**config.mk**
```make
export PLATFORM = sky130hd
export DESIGN_NAME = park_slot_manager
export DESIGN_NICKNAME = d
export VERILOG_FILES = /design/src/rtl/park_slot_manager.sv
export SDC_FILE = /design/constraint.sdc
export NUM_CORES = 1
export LEC_CHECK = 0
export BUFFER_PORTS_ARGS = -buffer_cell sky130_fd_sc_hd__buf_4
export CAP_MARGIN = 0
export CORE_ASPECT_RATIO = 1.5
export CORE_MARGIN = 10
export CORE_UTILIZATION = 45
export CTS_CLUSTER_SIZE = 28
export DETAILED_ROUTE_END_ITERATION = 7
export PLACE_DENSITY = 0.68
export SLEW_MARGIN = 0
export SYNTH_ARGS = -nofsm -noshare
export SYNTH_HDL_FRONTEND = slang
export SYNTH_SLANG_ARGS = --single-unit
```
**constraint.sdc**
```tcl
create_clock -name clk -period 2.35 [get_ports clk]
set_input_delay 0.1175 -clock clk [delete_from_list [all_inputs] [get_ports clk]]
set_output_delay 0.1175 -clock clk [all_outputs]
set_load 0.05 [all_outputs]
```
**src/rtl/park_slot_manager.sv**
```systemverilog
// -----------------------------------------------------------------------------
// park_slot_manager
// Tracks occupancy of SLOTS parking bays. On entry it allocates the lowest
// free bay, remembers that bay's exit pattern and returns the bay index as a
// token. On exit it releases the bay only if the token, occupancy and stored
// pattern all agree. Consecutive failed exits are counted, and reaching
// MAX_FAIL latches an alarm that blocks all exits until alarm_clr.
//
// Ports
//   clk, rst_n        : rising-edge clock, asynchronous active-low reset
//   entry             : entry request (one request per cycle while high)
//   entry_pattern     : pattern stored into the bay allocated by this entry
//   exit              : exit request (one request per cycle while high)
//   token, pattern    : bay index and pattern presented on exit
//   alarm_clr         : clears the alarm and the fail counter
//   park_location     : occupancy vector, bit i set = bay i occupied
//   free_count, full  : free bay count and lot-full flag (from occupancy)
//   grant, token_out  : entry accepted pulse and allocated bay index
//   entry_rej         : entry rejected pulse (lot full)
//   exit_ok, exit_err : exit accepted / rejected pulses
//   alarm             : latched alarm
// -----------------------------------------------------------------------------
module park_slot_manager #(
    parameter int SLOTS     = 8,
    parameter int TOKEN_W   = 3,
    parameter int PATTERN_W = 3,
    parameter int MAX_FAIL  = 3
) (
    input  logic                         clk,
    input  logic                         rst_n,
    input  logic                         entry,
    input  logic [PATTERN_W-1:0]         entry_pattern,
    input  logic                         exit,
    input  logic [TOKEN_W-1:0]           token,
    input  logic [PATTERN_W-1:0]         pattern,
    input  logic                         alarm_clr,
    output logic [SLOTS-1:0]             park_location,
    output logic [$clog2(SLOTS+1)-1:0]   free_count,
    output logic                         full,
    output logic                         grant,
    output logic [TOKEN_W-1:0]           token_out,
    output logic                         entry_rej,
    output logic                         exit_ok,
    output logic                         exit_err,
    output logic                         alarm
);

    localparam int FREE_W = $clog2(SLOTS + 1);

    logic [SLOTS-1:0]     occ_r;
    logic [PATTERN_W-1:0] pat_mem_r [SLOTS];
    logic [3:0]           fail_r;
    logic                 alarm_r;
    logic                 grant_r;
    logic [TOKEN_W-1:0]   token_out_r;
    logic                 entry_rej_r;
    logic                 exit_ok_r;
    logic                 exit_err_r;

    logic                 free_found_s;
    logic [TOKEN_W-1:0]   free_idx_s;
    logic                 tok_occ_s;
    logic [PATTERN_W-1:0] tok_pat_s;
    logic                 exit_valid_s;
    logic                 alloc_s;
    logic [SLOTS-1:0]     occ_next_s;
    logic [3:0]           fail_inc_s;
    logic [3:0]           fail_next_s;
    logic                 alarm_next_s;
    logic [FREE_W-1:0]    used_cnt_s;

    // Lowest free bay: scanning downward leaves the lowest zero bit last.
    always_comb begin
        free_found_s = 1'b0;
        free_idx_s   = {TOKEN_W{1'b0}};
        for (int i = SLOTS - 1; i >= 0; i--) begin
            if (!occ_r[i]) begin
                free_found_s = 1'b1;
                free_idx_s   = TOKEN_W'(i);
            end else begin
                free_found_s = free_found_s;
            end
        end
    end

    // Look up the bay addressed by token; an out-of-range token matches no bay
    // and therefore reads as unoccupied, which makes the exit invalid.
    always_comb begin
        tok_occ_s = 1'b0;
        tok_pat_s = {PATTERN_W{1'b0}};
        for (int i = 0; i < SLOTS; i++) begin
            if (token == TOKEN_W'(i)) begin
                tok_occ_s = occ_r[i];
                tok_pat_s = pat_mem_r[i];
            end else begin
                tok_occ_s = tok_occ_s;
            end
        end
    end

    assign exit_valid_s = exit && tok_occ_s && (tok_pat_s == pattern) && !alarm_r;
    assign alloc_s      = entry && free_found_s;

    // Next occupancy: the allocated bay is always free and the released bay is
    // always occupied, so the two updates never touch the same bit.
    always_comb begin
        occ_next_s = occ_r;
        for (int i = 0; i < SLOTS; i++) begin
            if (alloc_s && (free_idx_s == TOKEN_W'(i))) begin
                occ_next_s[i] = 1'b1;
            end else if (exit_valid_s && (token == TOKEN_W'(i))) begin
                occ_next_s[i] = 1'b0;
            end else begin
                occ_next_s[i] = occ_r[i];
            end
        end
    end

    assign fail_inc_s = (fail_r == 4'd15) ? 4'd15 : (fail_r + 4'd1);

    // Fail counter and alarm: alarm_clr has priority over a failing exit.
    always_comb begin
        fail_next_s  = fail_r;
        alarm_next_s = alarm_r;
        if (alarm_clr) begin
            fail_next_s  = 4'd0;
            alarm_next_s = 1'b0;
        end else if (exit_valid_s) begin
            fail_next_s  = 4'd0;
            alarm_next_s = alarm_r;
        end else if (exit) begin
            fail_next_s  = fail_inc_s;
            alarm_next_s = alarm_r || (fail_inc_s >= 4'(MAX_FAIL));
        end else begin
            fail_next_s  = fail_r;
            alarm_next_s = alarm_r;
        end
    end

    // Occupied bay count for free_count / full.
    always_comb begin
        used_cnt_s = {FREE_W{1'b0}};
        for (int i = 0; i < SLOTS; i++) begin
            used_cnt_s = used_cnt_s + {{(FREE_W-1){1'b0}}, occ_r[i]};
        end
    end

    // State and registered response outputs.
    always_ff @(posedge clk or negedge rst_n) begin
        if (!rst_n) begin
            occ_r       <= {SLOTS{1'b0}};
            fail_r      <= 4'd0;
            alarm_r     <= 1'b0;
            grant_r     <= 1'b0;
            token_out_r <= {TOKEN_W{1'b0}};
            entry_rej_r <= 1'b0;
            exit_ok_r   <= 1'b0;
            exit_err_r  <= 1'b0;
            for (int i = 0; i < SLOTS; i++) begin
                pat_mem_r[i] <= {PATTERN_W{1'b0}};
            end
        end else begin
            occ_r       <= occ_next_s;
            fail_r      <= fail_next_s;
            alarm_r     <= alarm_next_s;
            grant_r     <= alloc_s;
            token_out_r <= alloc_s ? free_idx_s : token_out_r;
            entry_rej_r <= entry && !free_found_s;
            exit_ok_r   <= exit_valid_s;
            exit_err_r  <= exit && !exit_valid_s;
            for (int i = 0; i < SLOTS; i++) begin
                if (alloc_s && (free_idx_s == TOKEN_W'(i))) begin
                    pat_mem_r[i] <= entry_pattern;
                end else begin
                    pat_mem_r[i] <= pat_mem_r[i];
                end
            end
        end
    end

    assign park_location = occ_r;
    assign free_count    = FREE_W'(SLOTS) - used_cnt_s;
    assign full          = (free_count == {FREE_W{1'b0}});
    assign grant         = grant_r;
    assign token_out     = token_out_r;
    assign entry_rej     = entry_rej_r;
    assign exit_ok       = exit_ok_r;
    assign exit_err      = exit_err_r;
    assign alarm         = alarm_r;

endmodule

```
# Word level (Yosys, flattened, before mapping)
# Cells that the tools add are included.
[op_classes] eq_ne=17 mux=55 n_addsub=9 n_lt_le_gt_ge=1 reduce_logical=40
[op_table] cell="2-to-1 mux 3 bit" count=16
[op_table] cell="2-to-1 mux 1 bit" count=35
[op_table] cell="== test 3 bit, second input constant" count=8
[op_table] cell="logical AND 1 bit" count=22
[op_table] cell="nonzero test 2 bit" count=9
[op_table] cell="adder 4 x 1 -> 4 bit" count=4
[op_table] cell="2-to-1 mux 4 bit" count=4
[op_table] cell="== test 3 x 2 -> 1 bit, second input constant" count=4
[op_table] cell="== test 3 x 1 -> 1 bit, second input constant" count=2
[op_table] cell="zero test 3 bit" count=2
[op_table] cell="adder 3 x 1 -> 4 bit" count=1
[op_table] cell="adder 4 x 1 -> 4 bit, second input constant" count=1
[op_table] cell="== test 4 bit, second input constant" count=1
[op_table] cell="greater-or-equal comparator 4 x 2 -> 1 bit, second input constant" count=1
[op_table] cell="zero test 4 bit" count=1
[op_table] cell="subtractor 4 bit, first input constant" count=1
[op_table] cell="adder 2 x 1 -> 3 bit" count=1
[op_table] cell="== test 3 bit" count=1
[op_table] cell="zero test 1 bit" count=3
[op_table] cell="nonzero test 3 bit" count=1
[op_table] cell="adder 1 x 1 -> 2 bit" count=1
[op_table] cell="!= test 2 bit, second input constant" count=1
[op_table] cell="AND reduction 2 bit" count=1
[op_table] cell="logical OR 1 bit" count=1
[word_totals] register_bits=44 input_bits=14 word_cells=145 out_inout_bits=21

# Logic depth before layout (Yosys ltp)
[depth] ltp_word=15 depth_mapped=10 ltp_nobuf=9

# Worst setup path after synthesis
# OpenSTA, ideal clock, no wires.
[synth_path] path_type="reg2out" startpoint="register occ_r[1], in the netlist park_location[1]" endpoint="output port full" path_slack_ps=-1167 required_time_ps=2233 stages_incl_launch_ff=10 t_arrival_ps=3399 n_path_buf=1 path_cell_list="dfrtp_1 > buf_2 > inv_1 > fa_1 > ha_1 > fa_1 > inv_1 > fa_1 > nand2_1 > nor2_1"
[synth_via] elab_chain_len=9
[synth_lines] item="start, declared" line_no="50" source="logic [SLOTS-1:0] occ_r;"
[synth_lines] item="start signal, assigned" line_no="151" source="occ_r <= {SLOTS{1'b0}};"
[synth_lines] item="start signal, assigned" line_no="163" source="occ_r <= occ_next_s;"
[synth_lines] item="adder 1 x 1 -> 2 bit" line_no="144" source="used_cnt_s = used_cnt_s + {{(FREE_W-1){1'b0}}, occ_r[i]};"
[synth_lines] item="adder 2 x 1 -> 3 bit" line_no="144"
[synth_lines] item="adder 3 x 1 -> 4 bit" line_no="144"
[synth_lines] item="adder 4 x 1 -> 4 bit (4 in a row)" line_no="144"
[synth_lines] item="subtractor 4 bit" line_no="182" source="assign free_count = FREE_W'(SLOTS) - used_cnt_s;"
[synth_lines] item="zero test 4 bit" line_no="183" source="assign full = (free_count == {FREE_W{1'b0}});"
[synth_lines] item="end, declared" line_no="39" source="output logic full,"
# No other way between the ends.

# Worst setup path after layout
[layout_path] startpoint="register occ_r[4], in the netlist park_location[4]" endpoint="output port full"
[layout_via] elab_chain_len=6
[layout_lines] item="adder 4 x 1 -> 4 bit (4 in a row)" line_no="144"
[layout_lines] item="subtractor 4 bit" line_no="182"
[layout_lines] item="zero test 4 bit" line_no="183"
# No other way between the ends.

==> out/metrics.cfg <==
[outcome]
outcome = finished with violations
violations = setup timing

[logic_synthesis]
synth-seq-cells = 44
ys_types = 42
synth_top_cell_by_area = dfrtp_1
syn_area_per_cell_sq_um = 11.14
synth_fp_nets = 239
synthCells = 215
yosys-top-cells-count = dfrtp_1 (44), mux2_2 (27), inv_1 (20), nor2_1 (13), nand2_1 (12)
synth-main-ff-cell = dfrtp_1
synth_area_sq_mm = 0.002395
async_flop_share_pct = 100.0
synth_top_area_share_pct = 45.98
synth_area_leaders = dfrtp_1 (46%), mux2_2 (13%), fa_1 (3.3%), mux2i_1 (3.3%), ha_1 (3.1%)
yosysSeqAreaShare_pct = 45.98
yosys.cell_count.top_type = dfrtp_1
synth-edff-count = 0
yosys_warnings = 0

[cts]
max-clock-path-buffers = 2
root_buffer = clkbuf_8
cts_buffers = 5
path_clk_slew_ps = 80
numClockSinks = 44
cts_tree = done
clock_latency_ps = 300
htree_levels = 2

[finish]
fin_util_pct = 58.33
fin_area_sq_mm = 0.003013
drive_gt1_share_pct = 39.70
n_antenna_cell = 0
nets = 290
area_delta_synth_final_pct = 25.81

[critical_path]
rr_startpoint = park_location[4]
crit_arrival_ps = 2850
path_class = flip-flop to output pin
worstReg2RegEnd = fail_r[3]
start_kind = flip-flop
required_ps = 2230
reg2reg_slack_ps = 160
crit_path_end = full
reg2regPathDepth = 9
cp-end-kind = output pin
cp_max_fo = 2
critPathLaunch = park_location[4]

[floorplanning]
die-height_microns = 109.3
io_pins = 35
row_count = 32
initial_core_util_pct = 46.37
dieWidth_microns = 79.57
core_sq_mm = 0.005165
dieArea_sq_mm = 0.008700

[worst_hold_path]
whs_path_depth = 2
hold_path.class = input port to flip-flop

[sta]
fin_skew_ps = 4.726
setup_violations = 4
setup_ws_ps = -617.0
fin_crit_ps = 2967
max_freq_mhz = 337.0
grt_setup_unrepaired = yes
period_share_pct = 126.3
final_hold_viol_count = 0
drv_slew = 0
holdWs_ps = 11.35
worst_pin_slew_ps = 565.3
max_slew_margin_pct = 62.31

[route]
wl_per_cell_microns = 16.62
routed_wl_microns = 5569
initialDrtViolationCount = 104
drc = 0
via_per_inst = 5.445
drt_first_pass_iters = 4
ant_nets = 0
vias = 1824

[placement]
gp_congestion = 0.8225
hpwl_microns = 4224
dpl_cell_area_sq_mm = 0.002828
io_buffers = 34

[power]
power_frac_seq_pct = 29.2
p_total_w = 0.004037
leakage_nw = 1.392
p_clk_share_pct = 15.5
p_int_w = 0.002341
power_frac_comb_pct = 55.3
power_switching_w = 0.001696
ir_drop_mv = 0.6565
p_sw_share_pct = 42.01
power.density_mw_per_mm2 = 1340

[run]
max-cap-violations = 0

[global_routing]
grt_pass1_vias = 1824
antenna_found_initial = 0
grt_pass1_wl_microns = 9059
grt_max_degree = 45
grt-ovfl-total = 0
grt_util_all_layers_pct = 13.12

-- flip-flops by register name, summed over array words and instances (netlist names) --
register	count
pat_mem_r	24
token_out	3
grant	1
exit_ok	1
entry_rej	1
exit_err	1
park_location	8
fail_r	4
alarm	1
-- stage by stage --
| stage | setup TNS [ps] | cells | setup WS, ps |
|---|---|---|---|
| after CTS | -2222 | 334 | -623.9 |
| final | -2247 | 335 | -617.0 |
| after global placement | -967.5 | 324 | -293.2 |
| after global routing | -2571 | 335 | -694.7 |
| after detailed placement | -1084 | 324 | -323.1 |
| after floorplan | -1622 | 215 | -467.0 |
-- worst min-delay path by stage --
stage / start / endpoint
after floorplan: rst_n / alarm
after global placement: rst_n / token_out[1]
after detailed placement: rst_n / pat_mem_r[5]
after CTS: alarm_clr / fail_r[3]
after global routing: alarm_clr / fail_r[3]
final: alarm_clr / fail_r[3]
-- layout by cell type (no fill, tap or decap), types with 2 or more instances in the layout --
cell type / count
ha_1: 3
mux2i_1: 8
inv_2: 4
xnor2_1: 2
o21ai_1: 2
nand2b_1: 6
mux2_2: 27
a2bb2oi_1: 2
nand4_1: 4
dfrtp_1: 38
nor2_1: 12
nor3_1: 8
o21ai_0: 2
nand2_1: 11
clkbuf_8: 7
dfrtp_2: 6
o22ai_1: 2
a21oi_1: 8
inv_1: 16
mux4_2: 2
fa_1: 3
nor2b_1: 6
ha_4: 2
a31oi_1: 6
buf_4: 46
nand3_1: 4
buf_8: 4
o221ai_1: 3
-- kinds of logic after synthesis --
logic type      share of synthesized area, %
xor+xnor                              0.7316
compound gates                         10.19
flops                                  45.98
buf+inv                                5.538
mux                                    17.92
fa+ha+maj                              6.479
simple gates                           13.17
-- per-layer routing --
| layer | GRT usage [%] | vias to the layer above | share of wire (%) |
|---|---|---|---|
| li1 | - | 867 | - |
| met1 | 15.07 | 899 | 40 |
| met2 | 22.27 | 46 | 53 |
| met3 | 2.859 | 12 | 4.0 |
| met4 | 6.812 | 0 | 3.2 |
| met5 | 0 | - | 0 |
-- power by group through the flow --
| stage | logic, W | registers, W | clock network [W] |
|---|---|---|---|
| after floorplan | 0.00123 | 0.00146 | 0 |
| after global placement | 0.00206 | 0.00118 | 0 |
| after detailed placement | 0.00209 | 0.00120 | 0 |
| after CTS | 0.00217 | 0.00118 | 0.000637 |
| after global routing | 0.00240 | 0.00121 | 0.000662 |
| final | 0.00223 | 0.00118 | 0.000625 |
-- timing repair --
| item | in CTS | in global routing |
|---|---|---|
| gates resized for setup | 9 | 5 |
| hold buffers | 1 | 0 |
| hold endpoints to repair | 44 | 0 |
| buffers inserted | 1 | 1 |
| pin swaps | 0 | 2 |
| setup endpoints to repair | 4 | 4 |
-- critical path: stages (launching register included) --
cell and delay [ps]:
dfrtp_2 420, fa_1 530, inv_1 40, ha_2 160, fa_1 490, inv_2 40
fa_2 550, nand2_2 60, nor2_4 90, buf_8 150
-- final cells by class --
| cell class | count | area, sq um |
|---|---|---|
| Inverter | 20 | 75.07 |
| Fill cell | 443 | 2152 |
| Tap cell | 68 | 85.08 |
| Clock inverter | 1 | 30.03 |
| Clock buffer | 7 | 96.34 |
| Sequential cell | 44 | 1109 |
| Multi-Input combinational cell | 144 | 1202 |
| Timing Repair Buffer | 51 | 415.4 |
Power figures use the tool's default switching activity.
